`config.mk`:
```
export PLATFORM = sky130hd
export DESIGN_NAME = uart_rx_sampler
export DESIGN_NICKNAME = d
export VERILOG_FILES = /design/src/rtl/uart_pkg.sv /design/src/rtl/uart_baud_tick.sv /design/src/rtl/uart_rx_sampler.sv
export SDC_FILE = /design/constraint.sdc
export NUM_CORES = 1
export LEC_CHECK = 0
export ABC_AREA = 1
export CORE_UTILIZATION = 35
export CTS_BUF_LIST = sky130_fd_sc_hd__clkbuf_2
export CTS_CLUSTER_SIZE = 8
export DETAILED_ROUTE_END_ITERATION = 6
export SYNTH_ARGS = -nofsm -noshare
export SYNTH_HDL_FRONTEND = slang
export SYNTH_SLANG_ARGS = --single-unit
```
`constraint.sdc`:
```
create_clock -name sys_clk -period 4.77 [get_ports sys_clk]
set_clock_uncertainty 0.15 [all_clocks]
set_input_delay 0.954 -clock sys_clk [delete_from_list [all_inputs] [get_ports sys_clk]]
set_output_delay 0.954 -clock sys_clk [all_outputs]
set_load 0.02 [all_outputs]
```
`src/rtl/uart_pkg.sv`:
```
// Shared UART definitions: baud select encoding, divisor helper and receiver FSM states.
// The parity-related state is only reachable in builds that define UART_RX_PARITY_EN.
package uart_pkg;

   localparam int unsigned OVERSAMPLE = 16;

   typedef enum logic [1:0] {
      B4800   = 2'b00,
      B9600   = 2'b01,
      B19200  = 2'b10,
      B115200 = 2'b11
   } baud_sel_e;

   localparam logic [2:0] ST_IDLE   = 3'd0;
   localparam logic [2:0] ST_START  = 3'd1;
   localparam logic [2:0] ST_DATA   = 3'd2;
   localparam logic [2:0] ST_PARITY = 3'd3;
   localparam logic [2:0] ST_STOP   = 3'd4;

   typedef enum logic [2:0] {
      IDLE   = ST_IDLE,
      START  = ST_START,
      DATA   = ST_DATA,
      PARITY = ST_PARITY,
      STOP   = ST_STOP
   } rx_state_e;

   // Rounded divisor so the oversample tick lands as close as possible to baud*16.
   function automatic int unsigned baud_div(input int unsigned clk_hz, input baud_sel_e sel);
      int unsigned baud;
      case (sel)
         B4800:   baud = 4800;
         B9600:   baud = 9600;
         B19200:  baud = 19200;
         default: baud = 115200;
      endcase
      return (clk_hz + baud * (OVERSAMPLE / 2)) / (baud * OVERSAMPLE);
   endfunction

endpackage

```
`src/rtl/uart_baud_tick.sv`:
```
// Oversample tick generator: one-cycle pulse every baud_div(CLK_HZ, sel) cycles while enabled.
// The divisors are elaboration-time constants, so only a small mux and a counter are built.
module uart_baud_tick
   import uart_pkg::*;
#(
   parameter int unsigned CLK_HZ = 100_000_000
)
(
   input  logic      sys_clk,
   input  logic      rst,
   input  baud_sel_e sel,
   input  logic      restart,
   input  logic      enable,
   output logic      tick
);

   localparam int unsigned DIV_4800   = baud_div(CLK_HZ, B4800);
   localparam int unsigned DIV_9600   = baud_div(CLK_HZ, B9600);
   localparam int unsigned DIV_19200  = baud_div(CLK_HZ, B19200);
   localparam int unsigned DIV_115200 = baud_div(CLK_HZ, B115200);

   logic [31:0] div_m1;
   logic [31:0] count;

   always_comb begin
      div_m1 = 32'(DIV_115200 - 1);
      case (sel)
         B4800:   div_m1 = 32'(DIV_4800 - 1);
         B9600:   div_m1 = 32'(DIV_9600 - 1);
         B19200:  div_m1 = 32'(DIV_19200 - 1);
         default: div_m1 = 32'(DIV_115200 - 1);
      endcase
   end

   // Restart zeroes the phase so ticks are aligned to the detected start edge.
   always_ff @(posedge sys_clk or negedge rst) begin
      if (!rst) begin
         count <= '0;
      end else if (restart || !enable) begin
         count <= '0;
      end else if (count >= div_m1) begin
         count <= '0;
      end else begin
         count <= count + 32'd1;
      end
   end

   assign tick = enable && !restart && (count >= div_m1);

endmodule

```
`src/rtl/uart_rx_sampler.sv`:
```
// 16x oversampling UART receiver with valid/ready byte output, framing and overrun pulses.
// Define UART_RX_PARITY_EN to add an even-parity bit and the parity_err output (default is 8N1).
module uart_rx_sampler
   import uart_pkg::*;
#(
   parameter int unsigned CLK_HZ     = 100_000_000,
   parameter int unsigned OVERSAMPLE = 16
)
(
   input  logic       sys_clk,
   input  logic       rst,
   input  logic [1:0] sel_baud,
   input  logic       rx_data,
   output logic [7:0] rx_d_out,
   output logic       rx_valid,
   input  logic       rx_ready,
   output logic       rx_status,
   output logic       frame_err,
   output logic       overrun
`ifdef UART_RX_PARITY_EN
   ,
   output logic       parity_err
`endif
);

   logic      sync1;
   logic      rxs;
   logic      rxs_prev;
   rx_state_e state;
   baud_sel_e sel_lat;
   logic [3:0] scnt;
   logic [2:0] bcnt;
   logic      s7;
   logic      s8;
   logic      samp_bit;
   logic [7:0] shreg;
   logic      tick;
   logic      start_det;
   logic      maj;
   logic      last_tick;
   logic      stop_eval;
   logic      deliver;
`ifdef UART_RX_PARITY_EN
   logic      par_bit;
   logic      par_bad;
`endif

   // Two-flop synchronizer plus one history flop for falling-edge detection; all idle high.
   always_ff @(posedge sys_clk or negedge rst) begin
      if (!rst) begin
         sync1    <= 1'b1;
         rxs      <= 1'b1;
         rxs_prev <= 1'b1;
      end else begin
         sync1    <= rx_data;
         rxs      <= sync1;
         rxs_prev <= rxs;
      end
   end

   assign start_det = (state == IDLE) && rxs_prev && !rxs;
   assign maj       = (s7 & s8) | (s7 & rxs) | (s8 & rxs);
   assign last_tick = (scnt == 4'(OVERSAMPLE - 1));
   assign stop_eval = tick && (state == STOP) && (scnt == 4'd9);
   assign rx_status = (state != IDLE);

`ifdef UART_RX_PARITY_EN
   assign par_bad = ^{shreg, par_bit};
   assign deliver = stop_eval && maj && !par_bad;
`else
   assign deliver = stop_eval && maj;
`endif

   uart_baud_tick #(
      .CLK_HZ (CLK_HZ)
   ) u_tick (
      .sys_clk (sys_clk),
      .rst     (rst),
      .sel     (sel_lat),
      .restart (start_det),
      .enable  (rx_status),
      .tick    (tick)
   );

   // Frame FSM; the majority of samples 7/8/9 is formed on the scnt=9 tick and used at scnt=15.
   always_ff @(posedge sys_clk or negedge rst) begin
      if (!rst) begin
         state    <= IDLE;
         sel_lat  <= B4800;
         scnt     <= '0;
         bcnt     <= '0;
         s7       <= 1'b1;
         s8       <= 1'b1;
         samp_bit <= 1'b1;
         shreg    <= '0;
`ifdef UART_RX_PARITY_EN
         par_bit  <= 1'b0;
`endif
      end else if (start_det) begin
         state   <= START;
         sel_lat <= baud_sel_e'(sel_baud);
         scnt    <= '0;
         bcnt    <= '0;
      end else if (tick) begin
         scnt <= scnt + 4'd1;
         if (scnt == 4'd7) s7 <= rxs;
         if (scnt == 4'd8) s8 <= rxs;
         if (scnt == 4'd9) samp_bit <= maj;
         case (state)
            START: begin
               if (scnt == 4'd9 && maj) begin
                  state <= IDLE;
               end else if (last_tick) begin
                  state <= DATA;
                  bcnt  <= '0;
               end
            end
            DATA: begin
               if (last_tick) begin
                  shreg <= {samp_bit, shreg[7:1]};
                  bcnt  <= bcnt + 3'd1;
                  if (bcnt == 3'd7) begin
`ifdef UART_RX_PARITY_EN
                     state <= PARITY;
`else
                     state <= STOP;
`endif
                  end
               end
            end
`ifdef UART_RX_PARITY_EN
            PARITY: begin
               if (last_tick) begin
                  par_bit <= samp_bit;
                  state   <= STOP;
               end
            end
`endif
            STOP: begin
               if (scnt == 4'd9) state <= IDLE;
            end
            default: state <= IDLE;
         endcase
      end
   end

   // Holding register: a new byte is taken only if the slot is empty or being consumed now.
   always_ff @(posedge sys_clk or negedge rst) begin
      if (!rst) begin
         rx_d_out   <= 8'h00;
         rx_valid   <= 1'b0;
         frame_err  <= 1'b0;
         overrun    <= 1'b0;
`ifdef UART_RX_PARITY_EN
         parity_err <= 1'b0;
`endif
      end else begin
         frame_err  <= stop_eval && !maj;
         overrun    <= 1'b0;
`ifdef UART_RX_PARITY_EN
         parity_err <= stop_eval && par_bad;
`endif
         if (deliver) begin
            if (!rx_valid || rx_ready) begin
               rx_d_out <= shreg;
               rx_valid <= 1'b1;
            end else begin
               overrun <= 1'b1;
            end
         end else if (rx_ready) begin
            rx_valid <= 1'b0;
         end
      end
   end

endmodule

```
==> results of run 1 <==
[cell type report]
class,instances,area [µm²]
Clock inverter,7,66.3
Clock buffer,9,45.0
Sequential cell,69,1730
Timing Repair Buffer,18,173
Tap cell,108,135
Fill cell,894,5140
Multi-Input combinational cell,252,1340
Inverter,36,138
[kinds of logic after synthesis]
| family | Yosys count |
|---|---|
| other | 1 |
| AND/OR/NAND/NOR | 187 |
| buffers and inverters | 41 |
| adder cells (fa/ha/maj) | 21 |
| XOR/XNOR | 7 |
| AO/OA/AOI/OAI | 17 |
| flip-flops | 69 |
[state kept, by name, indices dropped and copies added, names as in the netlist, 2 cells and up]
register / cells
rx_d_out: 8
bcnt: 3
state: 3
u_tick.count: 32
sel_lat: 2
shreg: 8
scnt: 4
[per-stage QoR]
step / power [mW] / util (%) / hold WS (ns) / instance area [µm²]
2_1_floorplan: 1.05 / - / 0.195 / 3240
3_3_place_gp: 1.13 / 40.1 / 0.198 / 3520
3_5_place_dp: 1.14 / 40.1 / 0.198 / 3520
4_1_cts: 1.48 / 41.4 / 0.221 / 3630
5_1_grt: 1.57 / 41.4 / 0.225 / 3630
6_report: 1.45 / 41.4 / 0.219 / 3630
[worst reg2reg max path, delay by kind of cell (launching register included)]
| family | cells | cell delay, ns |
|---|---|---|
| AND/OR/NAND/NOR | 9 | 1.22 |
| adder cells (fa/ha/maj) | 2 | 0.49 |
| buffers and inverters | 2 | 0.21 |
| flip-flops | 1 | 0.45 |
[cells in the final DEF, fill, tap and decap left out, types with 2 or more instances in the layout]
cell and count:
nand2_1 91, dfrtp_1 63, nor2_1 37, inv_1 34
nand3_1 31, ha_1 21, conb_1 20, clkdlybuf4s50_1 16
clkbuf_2 9, nand4_1 8, a21oi_1 6, xor2_1 6
dfstp_2 6, nor3_1 5, o21ai_0 4, nor3b_1 3
clkinv_1 3, nand2_2 3, o21ai_1 3, nor3b_2 2
a21oi_2 2, clkinvlp_4 2
[worst max-delay path by stage]
stage	start	end
after global placement	state[0]	rx_status
after CTS	state[0]	rx_status
final	state[0]	rx_status
after detailed placement	sel_lat[1]	u_tick.count[2]
after global routing	state[0]	rx_status
after floorplan	sel_lat[1]	scnt[3]
[where the power goes]
part / total, mW / leakage [nW] / internal [mW] / switching, mW
Sequential: 0.690 / 0.886 / 0.649 / 0.0404
Clock: 0.326 / 0.0630 / 0.117 / 0.209
Combinational: 0.438 / 0.870 / 0.148 / 0.290
Total: 1.45 / 1.82 / 0.914 / 0.539
[cells in the mapped netlist]
cell,count,share of area (%)
ha_1,21,8.3
clkinv_1,1,0.12
inv_1,34,4.0
a21oi_1,6,0.95
o21ai_1,3,0.47
a21oi_2,2,0.55
dfrtp_1,63,50
or2_0,1,0.20
nand2_2,3,0.59
xnor2_1,1,0.28
nor2_4,1,0.35
nand2_1,91,11
inv_4,1,0.20
xor2_1,6,1.7
and3_1,1,0.20
nand2_4,1,0.35
o22ai_1,1,0.20
and3b_1,1,0.28
nor3b_1,3,0.71
nor3b_2,2,0.79
buf_2,2,0.32
clkbuf_1,1,0.12
o21ai_0,4,0.63
nand3b_1,1,0.24
nand4_1,8,1.6
conb_1,1,0.12
nor2_1,37,4.4
nand4_2,1,0.39
o21a_1,1,0.24
dfstp_2,6,5.0
nand3_1,31,4.9
buf_6,2,0.71
nor3_1,5,0.79
[routing by layer]
metal  up-vias  GRT usage, %  wire [µm]
met5         -             0          0
met4         0          7.69        148
met3        17          2.30        113
met2        26          21.6       2620
met1      1014          17.1       2690
li1       1167             -          -
==> results by group, run 1 <==
Global routing
  • Total grt overflow: 0
  • Vias in the first global route: 2242
  • First-pass GRT wire length: roughly 10000 µm
  • Largest net degree at the start of global routing: 37
  • Initial antenna violation count: 0
  • Total track usage: 13.4%

Die
  • Core Region: 8760 µm²
  • IO Pins: 18
  • Die area: about 9500 µm²
  • Initial core utilization: a little over a third
  • Width of the die: 97.2 µm
  • Die Height: 97.2 µm
  • Core Rows: 34

Clocking
  • Clk root buf: clkbuf_2
  • Clk_lat worst skew: 0.52 ns
  • CTS sink count: 69
  • Clk buf depth: 2
  • CTS tree: yes
  • Cts bufs inserted: 9
  • H-tree lvl count: 3
  • Hold buffers post-CTS: 0
  • Post-CTS Setup Bufs: 0
  • PostCTS Resize Cnt: 0
  • Clock transition at path regs: 0.18 ns

Place
  • Routability cong.: 0.812
  • Setup WS pre-CTS: around 2.2 ns
  • DPL Wire Length: 4020 µm
  • Port Buffers: 17
  • Placed cells: 483

Timing
  • Slew Limit Headroom: 48.5%
  • Max Fclk: 0.329 GHz
  • RSZ-0062 raised after global routing: false
  • Final WS setup: about 1.7 ns
  • Tightest Pin Transition: 0.773 ns
  • Final setup TNS: 0 ns
  • Final worst path period need: 3.04 ns
  • Fin crit share: between 60 and 70%
  • Slew Limit Fails: 0
  • Final Hold Fails: 0
  • Final setup viols: 0

Drt
  • Post-Route WL: 5570 µm
  • Vias: 2224
  • Drt pass-1 iters: 4
  • Wire length per cell: 11.2 µm
  • Drt drc: 0
  • Starting DRC count in detailed routing: 62
  • Post-DRT Antenna Nets: 0
  • Avg Vias per Cell: 4.46

Worst setup path
  • WP data required: between 3 and 4 ns
  • Crit Path Class: flop to output pin
  • CP Max Fanout: 4
  • Slowest-stage cell, CP: clkdlybuf4s50_1
  • RR Startpoint: sel_lat[1]
  • CP max stage delay: just under 0.6 ns
  • R2R depth: 13
  • Top delay family on crit path: buffers and inverters
  • WP depth: 3
  • Worst Setup End Kind: output pin
  • Reg2Reg Setup Slack: 2.20 ns
  • Critical path arrival: 1.93 ns
  • CP Cell Sequence: nor3_1, inv_1, clkdlybuf4s50_1
  • CP Launch Type: flop
  • R2R Path End: u_tick.count[2]
  • Buf/Inv on CP: 2

Pwr
  • Max IR drop VDD: 0.161 mV
  • Power Density: 401 nW/µm²
  • Leak: 1.82 nW

Worst hold path
  • Hold WC Path Type: flop to flop
  • Hold EP: rxs
  • Cell depth of the worst hold path: 0
  • Hold path startpoint: sync1

Synthesis
  • Ys Warns: 0
  • Post-Synthesis Cells: roughly 340
  • Multiplexer share of the synthesized area: 0%
  • Yosys cell types: 33
  • Simple-gate share of the synthesized area: 26.5%
  • Post-synthesis register bit count: roughly 70
  • Synth Area in XOR/XNOR: 1.93%
  • Synth Area in Compound Gates: 3.04%
  • Main combinational cell family by area after synthesis: simple AND/OR/NAND/NOR gates
  • Synth Area in Adders: 8.28%
  • Post-synthesis sequential area ratio: 54.7%
  • Syn Area/Cell: 9.25 µm²
  • Cell area after synthesis: 3170 µm²

Flow run
  • Max cap viols: 0

Final layout
  • P&R area growth vs syn: 14.3%
  • Nets: 413
  • Post-Layout Cell Count: 499
  • Ant. Diodes: 0
  • Ratio of cells with drive above 1 in the final layout: under 10%

Status
  • Run status: completed
(Power assumes the default switching activity.)
==> inputs of run 2 (changes only) <==
==> constraint.sdc (replaced) <==
create_clock -name sys_clk -period 2.5 [get_ports sys_clk]
set_clock_uncertainty 0.15 [all_clocks]
set_input_delay 0.5 -clock sys_clk [delete_from_list [all_inputs] [get_ports sys_clk]]
set_output_delay 0.5 -clock sys_clk [all_outputs]
set_load 0.02 [all_outputs]
==> run 2 against run 1 <==
Net effect: sequential share of layout area decreased by 1.6 points; critical path depth increased by 12; register-to-register slack got worse by 2.0 ns; global-route usage increased by 0.053 points; power increased by 99%; setup slack got worse by 1.6 ns; highest routed layer unchanged.
==> results by group, run 2 (synthesized netlist as in run 1, its figures left out) <==
Final layout
  • Max reg flops: 32
  • Most frequent cells in the layout: nand2_1 (90), dfrtp_1 (63), nor2_1 (37)
  • Ratio of cells with drive above 1 in the final layout: 12.2%
  • Area of the multi-input gates: approximately 1400 µm²
  • P&R area growth vs syn: 18.4%
  • Fill count: a little under 900
  • Ant. Diodes: 0
  • Sequential cell area: 1730 µm²
  • Largest regs: u_tick.count x32, rx_d_out x8, shreg x8
  • Nets: 423
  • Most flops, register: u_tick.count
  • Commonest non-fill, non-tap cell in the layout: nand2_1

Pwr
  • Pwr Total: between 2 and 3 mW
  • Max IR drop VDD: 0.291 mV
  • Power Density: 769 nW/µm²
  • Leak: 1.90 nW

Worst setup path
  • R2R depth: 15
  • Reg2Reg Setup Slack: 0.16 ns
  • CP Max Fanout: 12
  • Critical path arrival: 2.61 ns
  • R2R Path End: shreg[0]
  • Critical path startpoint: sel_lat[1]
  • RR Startpoint: sel_lat[1]
  • Crit Path Class: flop to flop
  • WP data required: 2.77 ns
  • CP Launch Type: flop
  • Worst Setup End Kind: flop

Clocking
  • H-tree lvl count: 3
  • Clk buf depth: 2
  • Clock transition at path regs: 0.21 ns
  • CTS tree: yes
  • Cts bufs inserted: 9
  • Clk_lat worst skew: 0.51 ns
  • CTS sink count: just under 70
  • Clk root buf: clkbuf_2

Die
  • Die area: 9450 µm²
  • Initial core utilization: 36.2%
  • Core Rows: 34
  • Core Region: 8760 µm²
  • IO Pins: 18
  • Width of the die: 97.2 µm
  • Die Height: 97.2 µm

Worst hold path
  • Hold EP: rxs
  • Hold WC Path Type: flop to flop
  • Cell depth of the worst hold path: 0
  • Hold path startpoint: sync1

Global routing
  • Vias in the first global route: 2281
  • GR peak layer: met2
  • Initial antenna violation count: 0
  • First-pass GRT wire length: 10200 µm
  • Largest net degree at the start of global routing: 70
  • Met1 Usage GRT: 17.3%
  • Total grt overflow: 0
  • Met2 Usage GRT: 21.2%
  • Total track usage: 13.5%
  • Met3 Usage GRT: 3.81%

Drt
  • Post-DRT Antenna Nets: 0
  • Post-Route WL: about 5600 µm
  • Wire length per cell: 11.0 µm
  • Drt drc: 0
  • Avg Vias per Cell: 4.52
  • Starting DRC count in detailed routing: 45
  • Drt pass-1 iters: 4
  • Vias: 2303

Timing
  • Max Fclk: 0.428 GHz
  • Slew Limit Fails: 0
  • Final worst path period need: 2.34 ns
  • Fin crit share: 93.5%
  • Final setup viols: 0
  • Final setup TNS: 0 ns
  • Final Hold Fails: 0
  • RSZ-0062 raised after global routing: false

Place
  • Port Buffers: 17
  • Routability cong.: 0.795
  • DPL Wire Length: 3950 µm

Flow run
  • Max cap viols: 0

Status
  • Run status: completed
## run 2: changes by cell type in the layout (fill, tap and decap cells not counted), sizes merged
cell / previous run / this run
buf: 2 / 11
clkinvlp: 2 / 0
clkinv: 5 / 7
clkdlybuf4s50: 16 / 15
dlygate4sd2: 0 / 1
dlygate4sd3: 0 / 1
## run 2: per-stage QoR
stage                     area (µm²)  hold WS, ns  instances  util, %  setup slack (ns)
after floorplan                 3240       0.0544        362        -             0.354
after global placement          3580        0.197        490     40.9             0.102
after detailed placement        3580        0.197        490     40.9            0.0160
after CTS                       3710        0.163        508     42.3            0.0199
after global routing            3760        0.143        509     42.9           0.00460
final                           3760        0.221        509     42.9             0.163
## run 2: worst max-delay path, cell delays in order, from the launching register on
cell and delay (ns):
dfrtp_1 0.44, buf_4 0.13, buf_4 0.13, ha_1 0.17, inv_1 0.05, ha_1 0.23, a21oi_1 0.13, o21a_1 0.12
nand2_1 0.06, nand2_2 0.11, nand2_4 0.08, nand2_4 0.12, inv_8 0.06, buf_4 0.15, nand3_1 0.06, nand2_1 0.05
## run 2: report_power, final
part | total, mW | switching [mW] | leakage [nW] | internal (mW)
clock | 0.635 | 0.409 | 0.0731 | 0.226
sequential | 1.33 | 0.0870 | 0.886 | 1.24
combinational | 0.927 | 0.581 | 0.937 | 0.345
total | 2.89 | 1.08 | 1.90 | 1.81
## run 2: what timing repair did
item / 4_1_cts / 5_1_grt
hold endpoints to repair: 63 / 0
hold buffers: 1 / 0
buffers inserted: 1 / 1
pin swaps: 0 / 4
gates resized for setup: 1 / 12
endpoints found under the setup margin: 10 / 40
## run 2: worst max path at each step
stage	endpoint	slack (ns)	cells past startpoint
5_1_grt	rx_d_out[0]	0.005	13
6_report	shreg[0]	0.16	15
3_3_place_gp	s7	0.10	18
2_1_floorplan	scnt[3]	0.35	17
3_5_place_dp	shreg[1]	0.02	17
4_1_cts	shreg[1]	0.02	17
## run 2: per-layer routing
metal	part of all wire (%)	wire, µm	vias up
met5	0	0	-
met4	1.8	100	0
met3	3.0	171	9
met2	47	2620	23
met1	48	2720	1086
li1	-	-	1185
## run 2: layout make-up
cell class                      count  share of cell area, %
Sequential cell                    69                   46.2
Clock buffer                        9                   1.20
Multi-Input combinational cell    252                   36.5
Tap cell                          108                   3.60
Timing Repair Buffer               28                   6.96
Clock inverter                      7                   1.77
Inverter                           36                   3.80
==> inputs of run 3 (changes only) <==
--- a/config.mk
+++ b/config.mk
@@ -6,10 +6,12 @@
 export NUM_CORES = 1
 export LEC_CHECK = 0
 export ABC_AREA = 1
+export CORE_ASPECT_RATIO = 0.8
 export CORE_UTILIZATION = 35
 export CTS_BUF_LIST = sky130_fd_sc_hd__clkbuf_2
 export CTS_CLUSTER_SIZE = 8
 export DETAILED_ROUTE_END_ITERATION = 6
+export SETUP_SLACK_MARGIN = 0.4
 export SYNTH_ARGS = -nofsm -noshare
 export SYNTH_HDL_FRONTEND = slang
 export SYNTH_SLANG_ARGS = --single-unit
==> run 3 against run 2 <==
Net effect: non-clock buffer count is 14 higher; sequential power hardly changed; flip-flop and latch count stayed put; die area hardly changed; count of clock-buffer cells in the layout is 2 higher; critical endpoint is now scnt[3].
==> results by group, run 3 (synthesized netlist as in run 1, its figures left out) <==
Place
  • Routability cong.: 0.835
  • Port Buffers: 17
  • DPL Wire Length: 4060 µm

Worst setup path
  • Buf/Inv on CP: 5
  • CP Cell Sequence: inv_2, buf_12, ha_4, buf_4, nor2_2, ha_1, and3_1, nand2_4, nand2_4, nand2_8, clkinv_8, buf_12, nand3_1, o21ai_1
  • RR Startpoint: sel_lat[1]
  • CP Max Fanout: 6
  • R2R depth: 14
  • Critical path arrival: 2.56 ns
  • Top delay family on crit path: simple AND/OR/NAND/NOR gates
  • Crit Path Class: flop to flop
  • Worst Setup End Kind: flop
  • WP depth: 14
  • CP max stage delay: 0.40 ns
  • Critical path startpoint: sel_lat[1]
  • Slowest-stage cell, CP: dfrtp_1
  • WP data required: 2.73 ns
  • Reg2Reg Setup Slack: 0.18 ns
  • Worst setup endpoint: scnt[3]
  • CP Launch Type: flop
  • R2R Path End: scnt[3]

Clocking
  • CTS tree: yes
  • CTS sink count: 69
  • H-tree lvl count: 3
  • Clk_lat worst skew: 0.49 ns
  • Cts bufs inserted: 9
  • Clock transition at path regs: roughly 0.19 ns
  • Clk buf depth: 2
  • Clk root buf: clkbuf_2

Timing
  • Slew Limit Headroom: 55.3%
  • Final Hold Fails: 0
  • Fin crit share: about 93%
  • Slew Limit Fails: 0
  • Final worst path period need: 2.32 ns
  • Max Fclk: 0.430 GHz
  • Tightest Pin Transition: ~0.67 ns
  • Final setup TNS: 0 ns
  • RSZ-0062 raised after global routing: true
  • Final setup viols: 0

Die
  • Width of the die: 108 µm
  • IO Pins: 18
  • Core Rows: 30
  • Initial core utilization: between 30 and 40%
  • Core Region: 8630 µm²
  • Die area: 9450 µm²
  • Die Height: 87.2 µm

Pwr
  • Clock share of power: between 20% and 30%
  • Max IR drop VDD: around 0.33 mV
  • Internal Power: 2.33 mW
  • Psw: 1.34 mW
  • Power Density: 865 nW/µm²
  • Power share of the combinational group: 43.7%
  • Sw frac: between 30% and 40%
  • Sequential share of power: 36.0%
  • Leak: 2.10 nW

Global routing
  • Total grt overflow: 0
  • Vias in the first global route: 2360
  • First-pass GRT wire length: between 10000 and 15000 µm
  • Largest net degree at the start of global routing: 49
  • Initial antenna violation count: 0
  • Total track usage: 15.2%

Worst hold path
  • Hold WC Path Type: flop to flop

Final layout
  • Max reg flops: 32
  • Commonest non-fill, non-tap cell in the layout: nand2_1
  • Largest regs: u_tick.count x32, rx_d_out x8, shreg x8
  • Ratio of cells with drive above 1 in the final layout: 25.1%
  • Ant. Diodes: 0
  • Most flops, register: u_tick.count
  • Most frequent cells in the layout: nand2_1 (82), dfrtp_1 (63), nor2_1 (32)
  • P&R area growth vs syn: 33.7%
  • Nets: 437
  • Util after Layout: 49.1%

Status
  • Run status: completed

Drt
  • Avg Vias per Cell: approximately 4.5
  • Drt pass-1 iters: 4
  • Post-Route WL: 6390 µm
  • Vias: roughly 2.4k
  • Starting DRC count in detailed routing: 53
  • Post-DRT Antenna Nets: 0
  • Drt drc: 0
  • Wire length per cell: 12.1 µm

Flow run
  • Max cap viols: 0
run 3: cell types whose count changed in the layout (fill, tap and decap cells not counted), sizes merged:
cell           delta
buf              +14
bufinv            +1
clkbuf            +3
clkdlybuf4s50    -11
clkinv            -3
clkinvlp          +1
dlygate4sd2      +10
inv               -1
run 3: cell type report:
| type | instances | area, µm² |
|---|---|---|
| Clock buffer | 11 | 55.1 |
| Clock inverter | 5 | 85.1 |
| Fill cell | 794 | 4390 |
| Inverter | 36 | 155 |
| Multi-Input combinational cell | 252 | 1640 |
| Sequential cell | 69 | 1730 |
| Tap cell | 112 | 140 |
| Timing Repair Buffer | 42 | 437 |
run 3: worst min-delay path by stage:
| stage | from | to | slack, ns | cells after the start |
|---|---|---|---|---|
| 2_1_floorplan | rst | bcnt[0] | 0.05 | 0 |
| 3_3_place_gp | sync1 | rxs | 0.20 | 0 |
| 3_5_place_dp | sync1 | rxs | 0.20 | 0 |
| 4_1_cts | rx_data | sync1 | 0.19 | 1 |
| 5_1_grt | rx_data | sync1 | 0.19 | 1 |
| 6_report | sync1 | rxs | 0.22 | 0 |
run 3: stage by stage:
stage	power (mW)	setup slack [ns]	instances	hold WS [ns]	area (µm²)
finish	3.67	0.175	527	0.219	4240
global route	3.93	0.0633	527	0.187	4240
CTS	3.38	0.253	521	0.186	4050
detailed placement	2.21	0.117	492	0.197	3580
global placement	2.19	0.148	492	0.196	3580
floorplan	2.00	0.415	362	0.0544	3250
run 3: timing repair:
action	4_1_cts	5_1_grt
endpoints found under the setup margin	56	45
cloned	0	2
endpoints found under the hold margin	15	0
gates resized for setup	55	31
pin swaps	20	18
setup buffers	12	4
hold buffers	1	0
run 3: per-layer routing:
layer	share of wire (%)	wire, µm	vias up	global-route usage, %
li1	-	-	1219	-
met1	50	3170	1124	20.2
met2	46	2930	27	23.3
met3	3.6	230	5	5.24
met4	1.0	65	0	4.79
met5	0	0	-	0
run 3: power groups by stage:
stage               clock network [mW]  registers, mW  logic, mW
finish                           0.744           1.32       1.60
global route                     0.819           1.34       1.77
CTS                              0.774           1.31       1.29
detailed placement                   0           1.34      0.878
global placement                     0           1.34      0.857
floorplan                            0           1.32      0.683
